$ cat config.mk
export PLATFORM = sky130hd
export DESIGN_NAME = sad_csa_accum_pipe
export DESIGN_NICKNAME = d
export VERILOG_FILES = /design/src/rtl/sad_pkg.sv /design/src/rtl/sad_csa_4_2_row.sv /design/src/rtl/sad_csa_accum_pipe.sv
export SDC_FILE = /design/constraint.sdc
export NUM_CORES = 1
export LEC_CHECK = 0
export CORE_AREA = 2 2 246 175
export DETAILED_ROUTE_END_ITERATION = 10
export DIE_AREA = 0 0 248 177
export GPL_TIMING_DRIVEN = 0
export PLACE_DENSITY = 0.75
export SETUP_SLACK_MARGIN = 0.3
export SYNTH_ARGS = -nofsm -noshare
export SYNTH_HDL_FRONTEND = slang
export SYNTH_SLANG_ARGS = --single-unit
$ cat constraint.sdc
create_clock -name clk -period 5.43 [get_ports clk]
set_input_delay 1.629 -clock clk [delete_from_list [all_inputs] [get_ports clk]]
set_output_delay 1.629 -clock clk [all_outputs]
set_load 0.005 [all_outputs]
$ cat src/rtl/sad_pkg.sv
// Shared definitions for the SAD datapath and its neighbours (pixel fetch,
// motion-search comparator).
//   clog2    : ceiling log2 for deriving widths from parameters
//   *_DEF    : default pixel width, lane count and block length
//   lane_lo  : LSB index of lane i in a packed LANES*PIX_W pixel bus, so
//              every block packs and unpacks lanes identically
package sad_pkg;

  localparam int PIX_W_DEF     = 8;
  localparam int LANES_DEF     = 8;
  localparam int MAX_BEATS_DEF = 256;

  function automatic int clog2(input int v);
    int r;
    r = 0;
    for (int x = v - 1; x > 0; x = x >> 1) r++;
    return r;
  endfunction

  function automatic int lane_lo(input int lane, input int w);
    return lane * w;
  endfunction

endpackage

$ cat src/rtl/sad_csa_4_2_row.sv
// csa_4_2_cell : single-bit 4:2 compressor, built from two full adders.
//   x1..x4, cin -> sum (weight 1), carry and cout (weight 2).
// csa_4_2_row  : W cells with cout of cell i feeding cin of cell i+1; the
//   chain enters at bit 0 as 0.
//   x1..x4 [W-1:0] -> sum [W-1:0], carry [W-1:0] (already shifted left by
//   one), with sum + carry == x1 + x2 + x3 + x4 modulo 2^W.
module csa_4_2_cell (
  input  logic x1,
  input  logic x2,
  input  logic x3,
  input  logic x4,
  input  logic cin,
  output logic sum,
  output logic carry,
  output logic cout
);
  logic s1;
  assign s1    = x1 ^ x2 ^ x3;
  assign cout  = (x1 & x2) | (x1 & x3) | (x2 & x3);
  assign sum   = s1 ^ x4 ^ cin;
  assign carry = (s1 & x4) | (s1 & cin) | (x4 & cin);
endmodule

module csa_4_2_row #(
  parameter int W = 8
) (
  input  logic [W-1:0] x1,
  input  logic [W-1:0] x2,
  input  logic [W-1:0] x3,
  input  logic [W-1:0] x4,
  output logic [W-1:0] sum,
  output logic [W-1:0] carry
);
  logic [W:0]   chain;
  logic [W-1:0] carry_raw;
  // Top carry bits weigh 2^W; callers size W so the true sum never reaches
  // them, which makes discarding them exact.
  logic         unused_top;

  assign chain[0] = 1'b0;

  for (genvar i = 0; i < W; i++) begin : g_cell
    csa_4_2_cell u_cell (
      .x1   (x1[i]),
      .x2   (x2[i]),
      .x3   (x3[i]),
      .x4   (x4[i]),
      .cin  (chain[i]),
      .sum  (sum[i]),
      .carry(carry_raw[i]),
      .cout (chain[i+1])
    );
  end

  assign carry      = {carry_raw[W-2:0], 1'b0};
  assign unused_top = chain[W] ^ carry_raw[W-1];
endmodule

$ cat src/rtl/sad_csa_accum_pipe.sv
// Pipelined sum-of-absolute-differences engine for block matching.
//   clk, rst_n          : clock, synchronous active-low reset
//   in_valid/in_ready   : beat handshake; in_last marks a block's final beat
//   a_pix, b_pix        : LANES unsigned pixels each, lane i at [i*PIX_W +: PIX_W]
//   sad_valid/sad_ready : result handshake
//   sad_out             : block SAD
//   sad_ovf             : block was cut at MAX_BEATS without in_last
// Handshakes: a transfer happens on a rising edge where valid && ready. A
// valid result holds sad_out/sad_ovf stable until it transfers; while it is
// refused every pipeline register freezes and in_ready drops.
// Stages: S0 input capture, S1 |a-b|, S2 4:2 tree, S3 carry-save accumulate,
// S4 carry-propagate add into the result register.
module sad_csa_accum_pipe import sad_pkg::*; #(
  parameter  int PIX_W     = PIX_W_DEF,
  parameter  int LANES     = LANES_DEF,
  parameter  int MAX_BEATS = MAX_BEATS_DEF,
  localparam int ACC_W     = PIX_W + clog2(LANES) + clog2(MAX_BEATS)
) (
  input  logic                   clk,
  input  logic                   rst_n,
  input  logic                   in_valid,
  output logic                   in_ready,
  input  logic                   in_last,
  input  logic [LANES*PIX_W-1:0] a_pix,
  input  logic [LANES*PIX_W-1:0] b_pix,
  output logic                   sad_valid,
  input  logic                   sad_ready,
  output logic [ACC_W-1:0]       sad_out,
  output logic                   sad_ovf
);
  localparam int PW     = LANES * PIX_W;
  localparam int LEVELS = clog2(LANES) - 1;
  // Each 4:2 row adds two bits of headroom; the tree runs at its final width.
  localparam int TW     = PIX_W + 2 * LEVELS;
  localparam int NODES  = 2 * LANES - 2;
  localparam int CNT_W  = clog2(MAX_BEATS);

  logic stall, fire;
  assign stall    = sad_valid & ~sad_ready;
  assign in_ready = rst_n & ~stall;
  assign fire     = in_valid & in_ready;

  // Beat counter: the MAX_BEATS-th beat closes the block even without in_last.
  logic [CNT_W-1:0] beat_cnt;
  logic             cnt_full, blk_last, blk_ovf;
  assign cnt_full = (beat_cnt == CNT_W'(MAX_BEATS - 1));
  assign blk_last = in_last | cnt_full;
  assign blk_ovf  = ~in_last & cnt_full;

  // S0
  logic          s0_valid, s0_last, s0_ovf;
  logic [PW-1:0] s0_a, s0_b;

  always_ff @(posedge clk) begin
    if (!rst_n) begin
      beat_cnt <= '0;
      s0_valid <= 1'b0;
      s0_last  <= 1'b0;
      s0_ovf   <= 1'b0;
      s0_a     <= '0;
      s0_b     <= '0;
    end else if (!stall) begin
      s0_valid <= fire;
      s0_last  <= blk_last;
      s0_ovf   <= blk_ovf;
      s0_a     <= a_pix;
      s0_b     <= b_pix;
      if (fire) beat_cnt <= blk_last ? '0 : beat_cnt + 1'b1;
    end
  end

  // S1
  logic [PIX_W-1:0] abs_d   [LANES];
  logic [PIX_W-1:0] s1_diff [LANES];
  logic             s1_valid, s1_last, s1_ovf;

  for (genvar i = 0; i < LANES; i++) begin : g_lane
    logic [PIX_W-1:0] pa, pb;
    assign pa       = s0_a[lane_lo(i, PIX_W) +: PIX_W];
    assign pb       = s0_b[lane_lo(i, PIX_W) +: PIX_W];
    assign abs_d[i] = (pa >= pb) ? (pa - pb) : (pb - pa);
  end

  always_ff @(posedge clk) begin
    if (!rst_n) begin
      s1_valid <= 1'b0;
      s1_last  <= 1'b0;
      s1_ovf   <= 1'b0;
      s1_diff  <= '{default: '0};
    end else if (!stall) begin
      s1_valid <= s0_valid;
      s1_last  <= s0_last;
      s1_ovf   <= s0_ovf;
      s1_diff  <= abs_d;
    end
  end

  // S2: nodes [0, LANES) hold the lane differences; each tree level appends
  // its outputs after the previous level's, ending in the final sum/carry pair.
  logic [TW-1:0] node [NODES];
  logic [TW-1:0] tree_s, tree_c;
  logic          s2_valid, s2_last, s2_ovf;

  for (genvar i = 0; i < LANES; i++) begin : g_leaf
    assign node[i] = TW'(s1_diff[i]);
  end

  for (genvar l = 0; l < LEVELS; l++) begin : g_lvl
    for (genvar r = 0; r < (LANES >> l) / 4; r++) begin : g_row
      localparam int IB = 2 * LANES - 2 * (LANES >> l) + 4 * r;
      localparam int OB = 2 * LANES - 2 * (LANES >> (l + 1)) + 2 * r;
      csa_4_2_row #(.W(TW)) u_row (
        .x1   (node[IB]),
        .x2   (node[IB+1]),
        .x3   (node[IB+2]),
        .x4   (node[IB+3]),
        .sum  (node[OB]),
        .carry(node[OB+1])
      );
    end
  end

  always_ff @(posedge clk) begin
    if (!rst_n) begin
      s2_valid <= 1'b0;
      s2_last  <= 1'b0;
      s2_ovf   <= 1'b0;
      tree_s   <= '0;
      tree_c   <= '0;
    end else if (!stall) begin
      s2_valid <= s1_valid;
      s2_last  <= s1_last;
      s2_ovf   <= s1_ovf;
      tree_s   <= node[NODES-2];
      tree_c   <= node[NODES-1];
    end
  end

  // S3: acc_done marks that acc holds a finished block, so the next beat
  // (even after bubbles) starts from zero while S4 still reads the total.
  logic [ACC_W-1:0] acc_s, acc_c, base_s, base_c, nxt_s, nxt_c;
  logic             acc_done, s3_last, s3_ovf;

  assign base_s = acc_done ? '0 : acc_s;
  assign base_c = acc_done ? '0 : acc_c;

  csa_4_2_row #(.W(ACC_W)) u_acc (
    .x1   (ACC_W'(tree_s)),
    .x2   (ACC_W'(tree_c)),
    .x3   (base_s),
    .x4   (base_c),
    .sum  (nxt_s),
    .carry(nxt_c)
  );

  always_ff @(posedge clk) begin
    if (!rst_n) begin
      acc_s    <= '0;
      acc_c    <= '0;
      acc_done <= 1'b0;
      s3_last  <= 1'b0;
      s3_ovf   <= 1'b0;
    end else if (!stall) begin
      s3_last <= s2_valid & s2_last;
      s3_ovf  <= s2_ovf;
      if (s2_valid) begin
        acc_s    <= nxt_s;
        acc_c    <= nxt_c;
        acc_done <= s2_last;
      end
    end
  end

  // S4: a new result may overwrite one transferring on the same edge.
  always_ff @(posedge clk) begin
    if (!rst_n) begin
      sad_valid <= 1'b0;
      sad_out   <= '0;
      sad_ovf   <= 1'b0;
    end else if (!stall) begin
      if (s3_last) begin
        sad_valid <= 1'b1;
        sad_out   <= acc_s + acc_c;
        sad_ovf   <= s3_ovf;
      end else begin
        sad_valid <= 1'b0;
      end
    end
  end

endmodule

======== Yosys cells after proc, flatten, opt, wreduce, memory -nomap -nowiden ========
Cells that the tools add are included.
storage, ports and cells
  register bits after elaboration ......... 288
operators by class
  add/subtract/negate cells ............... 18
  $lt $le $gt $ge ......................... 8
  equal/unequal tests ..................... 1
  mux-type cells .......................... 12
  bitwise operators ....................... 484
  reduce and logical (&&, ||, !) cells .... 3
operators with widths
  kind                 number
  $and 1x1->1          210
  $xor 1x1->1          142
  $or 1x1->1           129
  $sub 8x8->8          16
  $mux 8               9
  $ge 8x8->1           8
  $mux 19              2
  $add 19x19->19       1
  $add 8x1->8 const B  1
  $eq 8x8->1 const B   1
  $reduce_and 2->1     3
  $not 1->1            3
  $mux 1               1

======== Logic depth before layout (Yosys ltp) ========
Gate-level depths: netlist of run 1.
  depth after elaboration ................. 12
  mapped depth ............................ 8
  gate-level depth less buffers ........... 8

======== By module ========
Synthesis of run 1 repeated with hierarchy kept, for this count alone.
unflattened totals
  cells, all modules ...................... 2754
  area total of the unflattened synthesis .. 21339.2 um^2
modules (own cells, without submodules)
  module                                      instances  cells an instance  area an instance (um^2)  sequential area each (um^2)
  sad_csa_accum_pipe                          1          2145               17057.6                  5905.7
  csa_4_2_cell                                55         10                 70.1                     0.0
  csa_4_2_row at g_lvl[0].g_row[0].u_row ...  3          13                 93.8                     0.0
  csa_4_2_row at u_acc                        1          20                 146.4                    0.0

======== Worst setup path before layout of run 1 ========
No wires, ideal clock.
  path type ............................... input-to-output
  from .................................... in rst_n
  to ...................................... out in_ready
  arrival ................................. 2473 ps
  slack ................................... 1328 ps
  stages .................................. 5
  cell sequence ........................... buf_2 nand2_1 inv_1 buf_2 clkbuf_1
on the way
  cells in the longest elaborated chain, start to end .. 1
RTL lines
  element          line                      source
  start, declared  sad_csa_accum_pipe.sv:20  input logic rst_n,
  $and 1x1->1      sad_csa_accum_pipe.sv:40  assign in_ready = rst_n & ~stall;
  end, declared    sad_csa_accum_pipe.sv:22  output logic in_ready,
No other way between the ends.

======== Worst setup path after layout of run 1 ========
  from .................................... in sad_ready
  to ...................................... out in_ready
on the way
  cells in the longest elaborated chain, start to end .. 4
RTL lines
  element              line                      source
  start, declared      sad_csa_accum_pipe.sv:27  input logic sad_ready,
  $not 1->1            sad_csa_accum_pipe.sv:39  assign stall = sad_valid & ~sad_ready;
  $and 1x1->1          sad_csa_accum_pipe.sv:39
  $not 1->1 (no line)  --
  $and 1x1->1          sad_csa_accum_pipe.sv:40
No other way between the ends.

==> results.md, run 1 <==
* CTS buffer count at 34
* Std cell rows at 63
* Area growth syn-to-layout at 18.8%
* Slew @ Worst Pin at 1.11 ns
* DRT Pass-1 Iters at 5
* Combinational share of power at 31.7%
* Synth Area in Compound Gates at approximately a fifth
* Clock Skew at 0.0208 ns
* CP max-delay cell: clkdlybuf4s50_1
* Reg2Reg Setup Slack at roughly 2.5 ns
* Unrepaired setup endpoints after global routing: false
* Net Sw Frac at between 30% and 40%
* Worst Path Max Fanout at 10
* Most frequent CP cell: clkdlybuf4s50_1
* Area of the mapped netlist at between 15000 and 20000 um2
* FMAX at 196 MHz
* Drt drc at 0
* Worst Hold Depth at 2
* Worst Setup Start Kind: primary input
* Async S/R FF share, synth at 0%
* Predominant post-synthesis flop cell: dfxtp_1
* Leak Pwr at 9.18 nW
* Worst-Skew Late Latency at around 0.54 ns
* Largest net degree at the start of global routing at 14
* Antenna cell count at 0
* Nets at between 2000 and 3000
* Int Power at 4.83 mW
* EDFF count, synth at 0
* Ratio of cells with drive above 1 in the final layout at under 10%
* Vias in the first global route at 16800
* Die width at 248 um
* Top cells by count, synth: 495 x nand2_1, 297 x a21oi_1, 287 x dfxtp_1
* Area leader, netlist: dfxtp_1
* Crit path cell chain: clkdlybuf4s50_1 -> nand2b_4 -> nand2_4 -> inv_4 -> buf_6 -> clkbuf_16 -> clkdlybuf4s50_1
* Min-delay src: s0_valid
* Post-synthesis net count at 2684
* Post-route ant nets at 0
* Core area at roughly 42000 um2
* Synth Area per Inst at about 8.0 um2
* Post-synthesis sequential area ratio at just over 30%
* Routed WL per cell at about 19 um
* Final setup TNS at 0 ns
* Critical Path RT at ~3.8 ns
* Sw power at 2.45 mW
* Die height at approximately 180 um
* Clock Sinks at around 290
* Final Cell Area at around 22000 um2
* Status: finished clean
* RD Place Congestion at 0.922
* Synth Area in Simple Gates at between 20% and 30%
* Slew Limit Fails at 0
* Synth Instances at ~2300
* Critical Path Max Stage Delay at 0.52 ns
* Clock power frac at roughly 34%
* DRT iter0 DRCs at 1616
* Setup crit end kind: primary output
* Post-synthesis xor/xnor area fraction at less than 1%
* Most common cell in the netlist: nand2_1
* Synth area leaders: dfxtp_1 31%, ha_1 10%, nand2_1 10%
* R2R Path Start: sad_valid
* Num ports at ~160
* FF-to-FF End: s0_b[57]
* Period utilization at between 90 and 100%
* Worst vdd ir at 0.000333 V
* Synth Register Bits at between 200 and 300
* Longest Clk Path Bufs at 3
* Worst slew margin at 25.8%
* Post-CTS Hold Fix Bufs at 0
* R2R cell count at 7
* Setup-failing EPs final at 0
* First-pass GRT wire length at 92800 um
* Pwr/cell area at ~330 nW/um2
* Reg power frac at 34.0%
* Via-to-Cell Ratio at 5.76
* Family with the most delay on the worst path: buffers and inverters
* Drt total wl at 59800 um
* Port Buffers at around 150
* Worst Hold Path EP: s0_valid
* Largest family of logic cells by synthesized area: simple AND/OR/NAND/NOR gates
* Adder-cell area share of the yosys netlist at 18.8%
* Die Area at ~44000 um2
* Post-DP HPWL at approximately 45000 um
* Top-area cell type share of the netlist area at a little under a third
* Max-cap violations at 0
* HP Class: reg -> reg
* Crit Path Class: in -> out
* Initial Utilization at 44.4%
* Worst Path Buf+Inv at 5
* H-tree depth at 2
* Fin. Hold Viols at 0
* CTS tree: yes
* DR vias at ~18000
* Yosys cell types at 58
* Clock slew at reported path FFs at 0.06 ns
* Root Buffer Master: clkbuf_16
* Antenna violations before repair at 0
* Total grt overflow at 0
* Final worst path period need at ~5.1 ns
* Ys Warns at 0
* Mux share of post-synthesis cell area at 0%
* CP Data Arrival Time at between 3 and 4 ns
* Overall Global Routing Usage at between 20% and 30%
* Post-placement cell area at between 20000 and 25000 um2
-- logic make-up (layout without fill, tap and decap cells) --
kind of cell / Yosys count / after routing
and+or+nand+nor: 890 / 890
AOI/OAI and AO/OA: 611 / 611
DFF: 287 / 287
buffers and inverters: 287 / 501
adders and majority gates: 230 / 230
xor gates and xnor gates: 16 / 16
-- how the worst max path moves through the flow --
| stage | startpoint | endpoint | cells past startpoint |
|---|---|---|---|
| after floorplan | rst_n | in_ready | 5 |
| final | sad_ready | in_ready | 7 |
| after detailed placement | sad_ready | in_ready | 7 |
| after global routing | sad_ready | in_ready | 7 |
| after CTS | sad_ready | in_ready | 7 |
| after global placement | sad_ready | in_ready | 7 |
-- timing repair --
action | in CTS | in global routing
buffers inserted | 0 | 0
gates resized for setup | 10 | 1
endpoints found under the setup margin | 1 | 1
-- layout by cell type, fill, tap and decap left out, types with 17 or more instances in the layout --
| cell | n |
|---|---|
| nand4_1 | 63 |
| nor3_1 | 22 |
| nand3_1 | 35 |
| a21o_1 | 23 |
| fa_1 | 80 |
| nand3b_1 | 23 |
| dfxtp_1 | 287 |
| nor4_1 | 20 |
| nor2b_1 | 36 |
| and3_1 | 30 |
| or4_1 | 17 |
| a211oi_1 | 39 |
| o21a_1 | 19 |
| inv_1 | 150 |
| nand2_1 | 494 |
| ha_1 | 150 |
| o21ai_0 | 105 |
| buf_2 | 57 |
| nor2_1 | 63 |
| clkdlybuf4s50_1 | 153 |
| clkbuf_1 | 74 |
| a31oi_1 | 19 |
| and2_1 | 27 |
| clkbuf_16 | 38 |
| a21oi_1 | 297 |
-- worst min-delay path, delay by kind of cell, from the launching register on --
kind | cells | cell delay (ns)
flip-flops | 1 | 0.31
AND/OR/NAND/NOR | 2 | 0.10
-- power by group through the flow --
stage	logic, mW	registers, mW	clock network [mW]
2_1_floorplan	1.45	2.46	0
6_report	2.31	2.47	2.50
5_1_grt	2.54	2.50	2.61
3_3_place_gp	2.22	2.51	0
3_5_place_dp	2.25	2.52	0
4_1_cts	2.28	2.47	2.53
-- sequential cells by signal (all words and copies together) (netlist names), 8 cells and up --
register	cells
tree_s	10
acc_c	17
beat_cnt	8
tree_c	8
s0_b	64
sad_out	19
s0_a	64
node	64
acc_s	19
-- area by class of cell --
class / instances / area [um2]
sequential: 287 / 5750
multi-input combinational: 1747 / 11600
buffer: 135 / 614
clock inverter: 14 / 185
fill: 3921 / 19700
clock buffer: 47 / 1030
tap: 552 / 691
inverter: 152 / 573
timing repair buffer: 153 / 1530
-- metal layers --
layer	wire length (um)	part of all wire [%]	global-route usage, %	vias up
met2	24500	41	39.4	738
met1	28500	48	40.6	8496
met3	5450	9.1	5.58	87
met4	1300	2.2	6.56	0
li1	-	-	-	8456
met5	0	0	0	-
-- through the flow --
| stage | power, mW | worst slack, ns | instances | utilization, % | hold slack, ns |
|---|---|---|---|---|---|
| after detailed placement | 4.77 | -0.731 | 3026 | 49.7 | 0.437 |
| after global placement | 4.74 | -0.642 | 3026 | 49.7 | 0.438 |
| after global routing | 7.64 | 0.305 | 3087 | 52.7 | 0.459 |
| after floorplan | 3.91 | 1.33 | 2321 | - | 0.423 |
| after CTS | 7.28 | 0.334 | 3087 | 52.7 | 0.447 |
| final | 7.28 | 0.329 | 3087 | 52.7 | 0.452 |
No activity file was read; power rests on OpenSTA's default activity.
==> inputs of run 2 (changes only) <==
CAP_MARGIN = 0   (was default)
==> results of run 2 <==
Final layout, timing and power as in run 1 (identical DEF).
